File: src/rtl/seven_seg_scan_driver.sv
// seven_seg_scan_driver
// Drives an 8-digit multiplexed common-anode 7-segment display from a 32-bit
// value. One digit is lit per slot of REFRESH_DIV clocks; the inputs
// {o_bin, disp8, off} are captured once per frame so a frame never mixes two
// values. an/seg/dp are active-low and registered.
// Optional build macro: LEADING_ZERO_BLANK_EN blanks leading-zero digits
// within the active width (digit 0 is always shown).
module seven_seg_scan_driver #(
    parameter int REFRESH_DIV = 100000,
    parameter int N_DIGITS    = 8
) (
    input  logic        clk,
    input  logic        reset,
    input  logic [31:0] o_bin,
    input  logic        disp8,
    input  logic        off,
    output logic [7:0]  an,
    output logic [6:0]  seg,
    output logic        dp,
    output logic        frame_start
);

    localparam int DIV_W = (REFRESH_DIV > 1) ? $clog2(REFRESH_DIV) : 1;
    localparam logic [DIV_W-1:0] DIV_MAX = DIV_W'(REFRESH_DIV - 1);

    // Catch misconfiguration at elaboration time.
    generate
        if (REFRESH_DIV < 2) begin : g_bad_div
            $error("seven_seg_scan_driver: REFRESH_DIV must be >= 2");
        end
        if (N_DIGITS != 8) begin : g_bad_digits
            $error("seven_seg_scan_driver: N_DIGITS must be 8");
        end
    endgenerate

    typedef enum logic [2:0] {
        IDX0, IDX1, IDX2, IDX3, IDX4, IDX5, IDX6, IDX7
    } digit_e;

    logic [DIV_W-1:0] div_cnt_q, div_cnt_d;
    digit_e           digit_q, digit_d;
    logic [31:0]      snap_bin_q, snap_bin_d;
    logic             snap_d8_q, snap_d8_d;
    logic             snap_off_q, snap_off_d;
    logic [7:0]       an_q, an_d;
    logic [6:0]       seg_q, seg_d;
    logic             tick;
    logic             frame_tick;
    logic [2:0]       slot;
    logic             blank;
`ifdef LEADING_ZERO_BLANK_EN
    logic [31:0]      active_bin;
`endif

    // Hex nibble to active-low {g,f,e,d,c,b,a} pattern.
    function automatic logic [6:0] hex7(input logic [3:0] nib);
        unique case (nib)
            4'h0: hex7 = 7'b1000000;
            4'h1: hex7 = 7'b1111001;
            4'h2: hex7 = 7'b0100100;
            4'h3: hex7 = 7'b0110000;
            4'h4: hex7 = 7'b0011001;
            4'h5: hex7 = 7'b0010010;
            4'h6: hex7 = 7'b0000010;
            4'h7: hex7 = 7'b1111000;
            4'h8: hex7 = 7'b0000000;
            4'h9: hex7 = 7'b0010000;
            4'hA: hex7 = 7'b0001000;
            4'hB: hex7 = 7'b0000011;
            4'hC: hex7 = 7'b1000110;
            4'hD: hex7 = 7'b0100001;
            4'hE: hex7 = 7'b0000110;
            default: hex7 = 7'b0001110;
        endcase
    endfunction

    // Slot divider and once-per-frame input snapshot.
    always_comb begin
        // NOTE: every signal assigned here gets a default first, so no path can infer a latch.
        tick       = (div_cnt_q == DIV_MAX);
        frame_tick = tick && (digit_q == IDX7);
        div_cnt_d  = tick ? '0 : div_cnt_q + DIV_W'(1);
        snap_bin_d = snap_bin_q;
        snap_d8_d  = snap_d8_q;
        snap_off_d = snap_off_q;
        if (frame_tick) begin
            snap_bin_d = o_bin;
            snap_d8_d  = disp8;
            snap_off_d = off;
        end
    end

    // Digit FSM next state and anode/segment decode for the current slot.
    always_comb begin
        digit_d = digit_q;
        if (tick) begin
            digit_d = digit_e'(digit_q + 3'd1);
        end
        slot  = digit_q;
        blank = snap_off_q || (!snap_d8_q && slot[2]);
`ifdef LEADING_ZERO_BLANK_EN
        // Only nibbles inside the active width count as "higher" digits.
        active_bin = snap_d8_q ? snap_bin_q : {16'h0000, snap_bin_q[15:0]};
        if ((slot != 3'd0) && ((active_bin >> {slot, 2'b00}) == 32'h0)) begin
            blank = 1'b1;
        end
`endif
        an_d  = 8'hFF;
        seg_d = 7'h7F;
        if (!blank) begin
            an_d  = ~(8'b1 << slot);
            seg_d = hex7(snap_bin_q[{slot, 2'b00} +: 4]);
        end
    end

    // Digit FSM state register.
    always_ff @(posedge clk) begin
        // NOTE: non-blocking so every register samples pre-edge values.
        if (reset) begin
            digit_q <= IDX0;
        end else begin
            digit_q <= digit_d;
        end
    end

    // Divider, snapshot and registered display outputs.
    always_ff @(posedge clk) begin
        if (reset) begin
            div_cnt_q  <= '0;
            snap_bin_q <= 32'h0;
            snap_d8_q  <= 1'b0;
            snap_off_q <= 1'b0;
            an_q       <= 8'hFF;
            seg_q      <= 7'h7F;
        end else begin
            div_cnt_q  <= div_cnt_d;
            snap_bin_q <= snap_bin_d;
            snap_d8_q  <= snap_d8_d;
            snap_off_q <= snap_off_d;
            an_q       <= an_d;
            seg_q      <= seg_d;
        end
    end

    assign an          = an_q;
    assign seg         = seg_q;
    assign dp          = 1'b1;
    assign frame_start = frame_tick && !reset;

endmodule

File: config.mk
export PLATFORM = sky130hd
export DESIGN_NAME = seven_seg_scan_driver
export DESIGN_NICKNAME = d
export VERILOG_FILES = /design/src/rtl/seven_seg_scan_driver.sv
export SDC_FILE = /design/constraint.sdc
export NUM_CORES = 1
export LEC_CHECK = 0
export CAP_MARGIN = 30
export CORE_AREA = 4 4 99 101
export CTS_BUF_LIST = sky130_fd_sc_hd__clkbuf_4 sky130_fd_sc_hd__clkbuf_8
export CTS_CLUSTER_SIZE = 20
export DETAILED_ROUTE_END_ITERATION = 8
export DIE_AREA = 0 0 103 105
export PLACE_DENSITY = 0.53
export SLEW_MARGIN = 20
export SYNTH_ARGS = -nofsm -noshare
export SYNTH_HDL_FRONTEND = slang
export SYNTH_SLANG_ARGS = --single-unit
File: constraint.sdc
create_clock -name clk -period 3.3 [get_ports clk]
set_clock_uncertainty 0.1 [all_clocks]
set_input_delay 0.33 -clock clk [delete_from_list [all_inputs] [get_ports clk]]
set_output_delay 0.33 -clock clk [all_outputs]
set_load 0.02 [all_outputs]
; After elaboration in Yosys (flattened, before gate mapping)
; Memories as Yosys holds them, arrays and structs flattened. A register that Yosys moved wholly into a read port is not among the register bits.
; Index checks and enable logic that the tools add are counted.
[totals]
ram_bits = 0
regBits = 62
memories = 1
out_inout_bits = 17
rom_bits = 112
latch_bits = 0
[memory_table]
columns = name, depth, word_bits, read_ports, rd_clocked_by_memory_dff, wr, line_no
row1 = (no name shown), 16, 7, 1, 1, 0, 57  ; unique case (nib)
[op_classes]
n_addsub = 2
magnitude_cmp = 0
shift = 2
muxes = 0
bitwise_logic = 1
n_mul = 0
n_reduce_logical = 8
n_div = 0
n_eq_ne = 2
[ops]
columns = cell, n
row1 = 32-bit by 6-bit indexed part select with 4-bit output, 1
row2 = 17-bit by 1-bit adder with 17-bit output (second input constant), 1
row3 = 17-bit equality test (second input constant), 1
row4 = 8-bit inverter, 1
row5 = 1-bit by 3-bit << shifter with 8-bit output (first input constant), 1
row6 = 2-bit OR reduction, 2
row7 = 3-bit by 1-bit adder with 3-bit output (second input constant), 1
row8 = 3-bit equality test (second input constant), 1
row9 = 1-bit logical AND, 3
row10 = 1-bit zero test, 2
row11 = 1-bit logical OR, 1

; Depth between registers and ports, before layout
; Gate-level depths: netlist of the first run.
[logic_depth]
word_depth = 4
ltp_mapped = 8
depth_no_buf = 7

; Least setup slack after synthesis of the first run
; Ideal clock, no wire load.
[synth_timing]
kind = register to register
startpoint = register digit_q[0]
endpoint = register seg_q[3], in the netlist seg[3]
slack_ps = 852
required_time_ps = 3071
path_buffers = 1
period_less_slack_ps = 2448
path_stages_with_launch = 9
setup_time_ps = 129
t_arrival_ps = 2219
cell_sequence = dfxtp_1 > buf_4 > mux4_2 > mux2i_1 > inv_1 > ha_1 > a21boi_0 > nor4b_1 > a31oi_1
[synth_between]
elab_chain_cells = 1
[synth_rtl]
columns = item, line_no
row1 = start: declaration, 41  ; digit_e digit_q, digit_d;
row2 = start signal: assignment, 122  ; digit_q <= digit_d;
row3 = 32-bit by 6-bit indexed part select with 4-bit output, 112  ; seg_d = hex7(snap_bin_q[{slot, 2'b00} +: 4]);
row4 = end: declaration, 46  ; logic [6:0] seg_q, seg_d;
; No other way between the ends.
; A chain may end at the register's enable or synchronous reset.

; Worst setup path after layout of the first run
[layout_timing]
startpoint = register digit_q[0]
endpoint = output port frame_start
[layout_between]
elab_chain_cells = 3
[layout_rtl]
columns = item, line_no
row1 = 3-bit equality test, 81  ; frame_tick = tick && (digit_q == IDX7);
row2 = 1-bit logical AND, 81
row3 = 1-bit logical AND, 148  ; assign frame_start = frame_tick && !reset;
row4 = end: declaration, 20  ; output logic frame_start
; No other way between the ends.

==> results_dict.tcl, run 1 <==
set metrics [dict create \
    place_congestion 0.7708 \
    rrSetupSlack_ns 0.71 \
    yosysWarnings 0 \
    synth-async-reset-ratio 0 \
    rows 35 \
    root_buffer "clkbuf_8" \
    peakVddDrop_mv 0.1594 \
    cellLeakagePower_nw 1.378 \
    hold_buffers 0 \
    tightest_slew_ns 0.5934 \
    area_growth_pct 26.00 \
    post_cts_buffers 0 \
    final.setup.tns_ns 0 \
    cp_common_cell "ha_1" \
    fin_crit_sh 0.9305 \
    drt_pass1_iterations 4 \
    cp_max_fo 7 \
    fp.dieH_um 105 \
    grt_pass1_wl_um 10740 \
    outcome "complete, no violations" \
    synth_top_area_frac 0.4506 \
    antenna_left 0 \
    end_kind "output port" \
    max_stage_delay_ns 0.61 \
    n_antenna_cell 0 \
    cp-start-kind "flop" \
    overflow 0 \
    yosysMostFrequentCell "nand2_1" \
    initial_core_util 0.3398 \
    num_io_pins 53 \
    synth_common_cells "nand2_1, dfxtp_1, nor2_1, a21oi_1" \
    final_max_slew_viol_count 0 \
    max-cap-violations 0 \
    antenna_found_initial 0 \
    port_buffers 51 \
    wirelength_um 6566 \
    vias 2426 \
    clock_path_buffers 2 \
    ys_seq_area_frac 0.4506 \
    synth_edf_count 0 \
    final_layout_size_suffix_gt1_frac 0.1134 \
    crit_family "buffers and inverters" \
    cellPowerDensity_nw_per_um2 419.4 \
    hpwlAfterDp_um 4730 \
    max_freq_ghz 0.3257 \
    nets 441 \
    syn_inst 341 \
    synth_top_cell_by_area "dfxtp_1" \
    cts_tree "yes" \
    vias_per_cell 4.776 \
    crit_path_cell_trace "ha_1, ha_1, inv_1, or4_1, nor2_1, clkdlybuf4s50_1" \
    routedWlPerCell_um 12.93 \
    hold_viol_final 0 \
    arrival_ns 2.64 \
    clk_latency_ns 0.34 \
    clkTransAtPathRegs_ns 0.08 \
    ys.flop_type "dfxtp_1" \
    slew_headroom 0.6044 \
    grt_usage 0.1262 \
    dp.cells 493 \
    ys_seq_elements 69 \
    synth.avg_cell_area_um2 8.990 \
    grt_pass1_vias 2230 \
    min_period_ns 3.071 \
    cp.buffers_inverters 2 \
    synth_cell_type_count 47 \
    mappedNetlistArea_um2 3065 \
    finalSetupViolCount 0 \
    drtIter0Drc 76 \
    crit_required_ns 2.87 \
    die_area_um2 10820 \
    ctsResizeCount 0 \
    cp_slowest_cell "clkdlybuf4s50_1" \
    cts_max_level 3 \
    cts_sinks 69 \
    synthTopCellsByArea "dfxtp_1, nand2_1, ha_1" \
    fin_cells 508 \
    path_class "reg -> out" \
    grt_max_degree 35 \
    route.detailed.drc 0 \
    synthesis.nets 389 \
    hold_class "in -> reg" \
    die_w_um 103 \
    grt_setup_unrepaired "no" \
    cts-buffers-inserted 9 \
    core_um2 9021 \
]
[cell usage in the layout (no fill, tap or decap), types with 2 or more instances in the layout]
cell type | synthesis | layout
nor2_1 | 31 | 31
o21ai_0 | 3 | 3
or4_1 | 2 | 2
nand2_1 | 77 | 77
dfxtp_1 | 69 | 69
mux4_2 | 5 | 5
and4_1 | 2 | 2
nor4b_1 | 3 | 3
nor3_1 | 3 | 3
mux2i_1 | 8 | 8
nand3_1 | 12 | 12
nor2b_1 | 4 | 4
buf_4 | 3 | 8
a21oi_1 | 28 | 28
clkdlybuf4s50_1 | 0 | 50
a21oi_2 | 9 | 9
xnor2_1 | 9 | 9
clkinvlp_4 | 0 | 3
inv_1 | 9 | 9
ha_1 | 12 | 12
nand4_1 | 2 | 2
a221o_1 | 3 | 3
clkbuf_8 | 0 | 10
a211oi_1 | 2 | 2
xor2_1 | 7 | 7
and3_1 | 2 | 2
[routing by layer]
| layer | track usage | wire [um] | vias to the layer above |
|---|---|---|---|
| met4 | 0.06383 | 140 | 0 |
| met3 | 0.02804 | 329 | 12 |
| met5 | 0 | 0 | - |
| met1 | 0.1797 | 3359 | 1109 |
| met2 | 0.1760 | 2736 | 55 |
| li1 | - | - | 1250 |
[final timing paths]
kind                      from      endpoint  cells past startpoint
setup / recovery    digit_q[0]   frame_start                      6
hold / removal           reset    snap_off_q                      2
setup reg to reg    digit_q[0]        seg[3]                      7
hold reg to reg   div_cnt_q[0]  div_cnt_q[0]                      1
[power breakdown]
group	internal [mW]	leakage, nW	total (mW)	switching (mW)
Sequential	0.840	0.559	0.843	0.00364
Clock	0.366	0.0906	0.690	0.324
Combinational	0.0506	0.728	0.0859	0.0353
[cell families (layout without fill, tap and decap cells)]
kind of cell / count (synthesis) / in the layout / share of synthesized area
AOI/OAI and AO/OA: 53 / 53 / 0.1102
xor gates and xnor gates: 16 / 16 / 0.04572
adders and majority gates: 12 / 12 / 0.04898
buffers and inverters: 28 / 84 / 0.04694
DFF: 69 / 69 / 0.4506
muxes: 15 / 15 / 0.07511
other: 1 / 1 / 0.001223
and+or+nand+nor: 147 / 147 / 0.2212
[layout make-up]
type,instances,area (um^2)
multi-input combinational,244,1540
fill,891,5159
sequential,69,1381
clock buffer,10,137.6
clock inverter,5,61.31
timing repair buffer,59,565.5
tap,111,138.9
inverter,10,37.54
[worst reg2reg max path: stages, from the launching register on]
cell      delay, ns
dfxtp_1        0.52
mux4_2         0.56
mux2i_1        0.38
inv_1          0.14
ha_1           0.23
a21boi_0       0.14
nor4b_1        0.33
a31oi_1        0.06
[registers in the layout, summed over array words and instances, names as in the netlist]
signal,cells
snap_bin_q,32
div_cnt_q,17
an,8
seg,7
digit_q,3
snap_d8_q,1
snap_off_q,1
[metrics by stage]
step | hold slack [ns] | total power [mW] | instance area, um^2 | setup slack, ns | utilization
finish | 0.2149 | 1.620 | 3862 | 0.2294 | 0.4282
floorplan | 0.3175 | 0.8939 | 3065 | 0.8523 | -
detailed placement | 0.3425 | 0.9495 | 3664 | 0.5339 | 0.4061
CTS | 0.2028 | 1.638 | 3862 | 0.1630 | 0.4282
global placement | 0.3320 | 0.9498 | 3664 | 0.6030 | 0.4061
global route | 0.2280 | 1.673 | 3862 | 0.01763 | 0.4282
Power figures use the tool's default switching activity.
==> run 2: changes to the inputs <==
--- a/config.mk
+++ b/config.mk
@@ -11,6 +11,7 @@
 export CTS_CLUSTER_SIZE = 20
 export DETAILED_ROUTE_END_ITERATION = 8
 export DIE_AREA = 0 0 103 105
+export GPL_TIMING_DRIVEN = 1
 export PLACE_DENSITY = 0.53
 export SLEW_MARGIN = 20
 export SYNTH_ARGS = -nofsm -noshare
==> results of run 2 <==
Same layout as run 1: the final DEF is identical, and so are final timing and power.
==> run 3: changes to the inputs <==
--- a/config.mk
+++ b/config.mk
@@ -5,6 +5,7 @@
 export SDC_FILE = /design/constraint.sdc
 export NUM_CORES = 1
 export LEC_CHECK = 0
+export ABC_CLOCK_PERIOD_IN_PS = 3300
 export CAP_MARGIN = 30
 export CORE_AREA = 4 4 99 101
 export CTS_BUF_LIST = sky130_fd_sc_hd__clkbuf_4 sky130_fd_sc_hd__clkbuf_8
@@ -17,3 +18,4 @@
 export SYNTH_ARGS = -nofsm -noshare
 export SYNTH_HDL_FRONTEND = slang
 export SYNTH_SLANG_ARGS = --single-unit
+export TNS_END_PERCENT = 100
==> results of run 3 <==
Same layout as run 1: the final DEF is identical, and so are final timing and power.
